File: config.mk
export PLATFORM = sky130hd
export DESIGN_NAME = mem_port_arbiter
export DESIGN_NICKNAME = d
export VERILOG_FILES = /design/src/rtl/mem_port_arbiter.sv
export SDC_FILE = /design/constraint.sdc
export NUM_CORES = 1
export LEC_CHECK = 0
export CORE_MARGIN = 4
export CORE_UTILIZATION = 43
export DETAILED_ROUTE_END_ITERATION = 7
export PLACE_DENSITY = 0.95
export SKIP_CTS_REPAIR_TIMING = 1
export SLEW_MARGIN = 20
export SYNTH_ARGS = -nofsm -noshare
export SYNTH_HDL_FRONTEND = slang
export SYNTH_SLANG_ARGS = --single-unit
File: constraint.sdc
create_clock -name clk -period 14.2 [get_ports clk]
set_input_delay 2.84 -clock clk [delete_from_list [all_inputs] [get_ports clk]]
set_output_delay 2.84 -clock clk [all_outputs]
set_load 0.02 [all_outputs]
File: src/rtl/mem_port_arbiter.sv
// Two-master arbiter for the CPU's unified memory port (master 0 = CPU, master 1 = loader/debug).
// Define MEM_ARB_RR_EN for round-robin tie-breaking; the default build uses fixed CPU priority.
module mem_port_arbiter #(
  parameter int unsigned ADDR_W  = 32,
  parameter int unsigned DATA_W  = 32,
  parameter int unsigned MEM_LAT = 1
) (
  input  logic              clk,
  input  logic              reset,
  input  logic              cpu_req,
  input  logic              cpu_we,
  input  logic [ADDR_W-1:0] cpu_addr,
  input  logic [DATA_W-1:0] cpu_wdata,
  output logic              cpu_done,
  output logic [DATA_W-1:0] cpu_rdata,
  output logic              cpu_stall,
  input  logic              ext_req,
  input  logic              ext_we,
  input  logic [ADDR_W-1:0] ext_addr,
  input  logic [DATA_W-1:0] ext_wdata,
  output logic              ext_done,
  output logic [DATA_W-1:0] ext_rdata,
  output logic              mem_en,
  output logic              mem_we,
  output logic [ADDR_W-1:0] mem_addr,
  output logic [DATA_W-1:0] mem_wdata,
  input  logic [DATA_W-1:0] mem_rdata
);

  localparam int unsigned CntW = (MEM_LAT > 1) ? $clog2(MEM_LAT) : 1;

  typedef enum logic [1:0] {StIdle, StIssue, StWait, StResp} state_e;

  state_e            state_q, state_d;
  logic [CntW-1:0]   cnt_q;
  logic              win_q;  // 0 = cpu, 1 = ext
  logic              we_q;
  logic [ADDR_W-1:0] addr_q;
  logic [DATA_W-1:0] wdata_q;
  logic [DATA_W-1:0] cpu_rdata_q, ext_rdata_q;
  logic              any_req;
  logic              grant_ext;
  logic              grant;
  logic              capture;

  assign any_req = cpu_req | ext_req;
  assign grant   = (state_q == StIdle) & any_req;
  assign capture = (state_q == StWait) & (cnt_q == '0);

`ifdef MEM_ARB_RR_EN
  logic last_q;  // 1 = ext won the most recent grant

  // On a tie the master that did not win last time gets the port.
  assign grant_ext = ext_req & (~cpu_req | ~last_q);

  always_ff @(posedge clk or posedge reset) begin
    if (reset) begin
      last_q <= 1'b1;
    end else if (grant) begin
      last_q <= grant_ext;
    end
  end
`else
  assign grant_ext = ext_req & ~cpu_req;
`endif

  always_ff @(posedge clk or posedge reset) begin
    if (reset) begin
      state_q <= StIdle;
    end else begin
      state_q <= state_d;
    end
  end

  always_comb begin
    state_d = state_q;
    unique case (state_q)
      StIdle:  if (any_req) state_d = StIssue;
      StIssue: state_d = StWait;
      StWait:  if (cnt_q == '0) state_d = StResp;
      StResp:  state_d = StIdle;
      default: state_d = StIdle;
    endcase
  end

  always_comb begin
    mem_en   = 1'b0;
    mem_we   = 1'b0;
    cpu_done = 1'b0;
    ext_done = 1'b0;
    unique case (state_q)
      StIssue: begin
        mem_en = 1'b1;
        mem_we = we_q;
      end
      StResp: begin
        cpu_done = ~win_q;
        ext_done = win_q;
      end
      default: begin
      end
    endcase
  end

  // Winner's request is latched once so later input changes cannot disturb the access.
  always_ff @(posedge clk or posedge reset) begin
    if (reset) begin
      win_q       <= 1'b0;
      we_q        <= 1'b0;
      addr_q      <= '0;
      wdata_q     <= '0;
      cnt_q       <= '0;
      cpu_rdata_q <= '0;
      ext_rdata_q <= '0;
    end else begin
      if (grant) begin
        win_q   <= grant_ext;
        we_q    <= grant_ext ? ext_we    : cpu_we;
        addr_q  <= grant_ext ? ext_addr  : cpu_addr;
        wdata_q <= grant_ext ? ext_wdata : cpu_wdata;
      end
      if (state_q == StIssue) begin
        cnt_q <= CntW'(MEM_LAT - 1);
      end else if ((state_q == StWait) && (cnt_q != '0)) begin
        cnt_q <= cnt_q - 1'b1;
      end
      if (capture && !we_q) begin
        if (win_q) begin
          ext_rdata_q <= mem_rdata;
        end else begin
          cpu_rdata_q <= mem_rdata;
        end
      end
    end
  end

  assign mem_addr  = addr_q;
  assign mem_wdata = wdata_q;
  assign cpu_rdata = cpu_rdata_q;
  assign ext_rdata = ext_rdata_q;
  assign cpu_stall = cpu_req & ~cpu_done;

endmodule

==> results.md <==
* Number of synthesized flops with an enable pin at 0
* GPL Wtd Cong at 0.7739
* P&R area growth vs syn at 65.32%
* Ranking of synthesized cells by area: dfrtp_1 (59%), nand3_1 (16%), mux2_2 (12%)
* Initial antenna violation count at 1
* Pwr dens at 240.0 mW/mm^2
* Post-DP HPWL at 12.99 mm
* Iteration count of the initial detailed-routing pass at 5
* GRT met3 Usage at 0.1009
* Post-Synth XOR/XNOR Area at 0
* Critical path capture point type: output pin
* Static Leak at 0.003979 uW
* Crit path launch type: primary input
* Dominant cell type by area after synthesis: dfrtp_1
* Total CTS buffers at 17
* Wire length of the first global-routing pass at 28.24 mm
* FMAX at 137.8 MHz
* Design Area, Final at 0.009383 mm^2
* I/O pin cnt at 299
* WP data required at 11.36 ns
* Setup TNS at 0 ns
* Global route overflow at 0
* Tmin final at 7.256 ns
* Core area at 0.01277 mm^2
* FP Rows at 41
* Top_reg_cell synth: dfrtp_1
* Vias at 5224
* Synthesized Nets at 690
* Final Setup Violations at 0
* Fin. Hold Viols at 0
* Post-Synth Simple-Gate Area at 0.2273
* IO Port Bufs at 298
* Antenna-violating nets left at 0
* Adder-cell share of the synthesized area at 0.008818
* Clk pin slew, worst setup/hold paths at 0.05 ns
* Synth cell count leaders: nand3_1 (186), dfrtp_1 (133), nand2_1 (69)
* Crit Path Class: in -> out
* Count leader, synth: nand3_1
* Clock skew at 0.01241 ns
* Synthesized cell area at 0.005675 mm^2
* Die Y at 122.9 um
* Worst R2R Start: state_q[0]
* Initial Util at 0.4443
* # clock sinks at 133
* Total global-route track usage at 0.2451
* Synthesized instance count at 520
* Largest family of logic cells by synthesized area: simple AND/OR/NAND/NOR gates
* Tightest Pin Transition at 0.9120 ns
* Placed cell areas at 0.008743 mm^2
* Tcrit/Tclk final at 0.5110
* CTS Root Cell: clkbuf_16
* Min-delay worst type: reg -> reg
* Final Slew Violations at 0
* Top cell type's share of synthesized area at 0.5864
* Clock Path Buffers at 2
* Global route hottest layer: met2
* Share of cells above drive strength 1 at 0.1299
* Max VDD drop at 0.0001033 V
* Met2 Use GR at 0.4192
* WL/cell at 19.02 um
* Post-synthesis sequential area ratio at 0.5864
* CP startpoint: cpu_req
* Post-synthesis mux area share at 0.1290
* Met1 Usage GRT at 0.2753
* Post-synthesis compound-gate area fraction at 0.009259
* Via density at 5.287
* CP arrival at 4.42 ns
* Max-slew headroom at 0.3920
* Hold path startpoint: mem_wdata[28]
* CP Max Fanout at 68
* Pin count of the biggest net entering global routing at 93
* DIE WIDTH at 122.9 um
* # DRC at 0
* Net count reported at finish at 973
* Status: finished, final reports clean
* #FFs+latches synth at 133
* Clock latency on the worst-skew pair at 0.42 ns
* Synth cell types at 23
* Mapped Avg Cell Area at 10.91 um^2
* # diodes at 0
* Synth Warn # at 0
* Vias in the first global route at 5286
* Unrepaired setup endpoints after global routing: no
* Async SR Flop Fraction at 1.000
* WL final at 18.79 mm
* TritonCTS clock tree: done
* CTS H-tree depth at 4
* Die ar. at 0.01510 mm^2
* Initial drt markers at 318
* Max_cap viols at 0
-- state kept, by name, summed over array words and instances, names as in the netlist --
name	flops
cnt_q	1
cpu_rdata	32
ext_rdata	32
mem_addr	32
mem_wdata	32
state_q	2
we_q	1
win_q	1
-- final cells by class --
type	count	area [um^2]
Clock inverter	13	196.4
Inverter	3	13.76
Sequential cell	133	3328
Clock buffer	19	442.9
Timing Repair Buffer	305	3030
Fill cell	796	3391
Multi-Input combinational cell	343	2156
Tap cell	172	215.2
-- per-stage QoR --
stage / util / worst slack (ns) / total power [uW] / hold slack [ns] / std cells
6_report: 0.7345 / 6.944 / 2252 / 0.4824 / 988
5_1_grt: 0.7345 / 6.892 / 2374 / 0.5082 / 988
4_1_cts: 0.7345 / 6.921 / 2270 / 0.4875 / 988
3_5_place_dp: 0.6845 / 6.995 / 1780 / 0.4740 / 956
3_3_place_gp: 0.6845 / 7.002 / 1743 / 0.4584 / 956
2_1_floorplan: - / 7.806 / 1253 / 0.5314 / 520
-- cell families after synthesis --
logic type	count (synthesis)
compound gates	7
buf+inv	44
fa+ha+maj	4
simple gates	267
flops	133
mux	65
-- worst paths after layout --
| check | slack (ns) | cells after the start | endpoint |
|---|---|---|---|
| setup / recovery | 6.94 | 4 | cpu_stall |
| setup reg to reg | 11.53 | 7 | mem_addr[0] |
| hold / removal | 0.48 | 2 | mem_wdata[28] |
| hold reg to reg | 0.48 | 2 | mem_wdata[28] |
| max in group asynchronous | 9.87 | 3 | mem_addr[12] |
| min in group asynchronous | 3.00 | 2 | ext_rdata[8] |
-- layout by cell type (no fill, tap or decap), types with 2 or more instances in the layout --
master,instances
a32oi_1,3
and2_1,3
buf_4,7
bufinv_16,4
clkbuf_16,17
clkdlybuf4s50_1,297
clkinv_4,4
dfrtp_1,133
ha_1,3
inv_1,2
inv_6,2
mux2_1,4
mux2_2,61
nand2_1,69
nand3_1,186
nor2_1,2
nor2b_1,2
-- metal layers --
metal	up-vias	share of wire
met5	-	0.00053
met4	2	0.019
met3	27	0.12
met2	264	0.51
met1	2541	0.36
li1	2390	-
-- worst max-delay path: stages --
cell and delay (ns):
buf_2 0.08, buf_4 0.60, nor2b_1 0.24, clkdlybuf4s50_1 0.63
-- report_power, final --
| part | switching, uW | total (uW) | internal (uW) | leakage (uW) |
|---|---|---|---|---|
| logic | 566 | 1100 | 532 | 0.00205 |
| clock network | 172 | 473 | 302 | 0.000310 |
| registers | 111 | 680 | 569 | 0.00162 |
| total | 849 | 2250 | 1400 | 0.00398 |
Power figures use the tool's default switching activity.
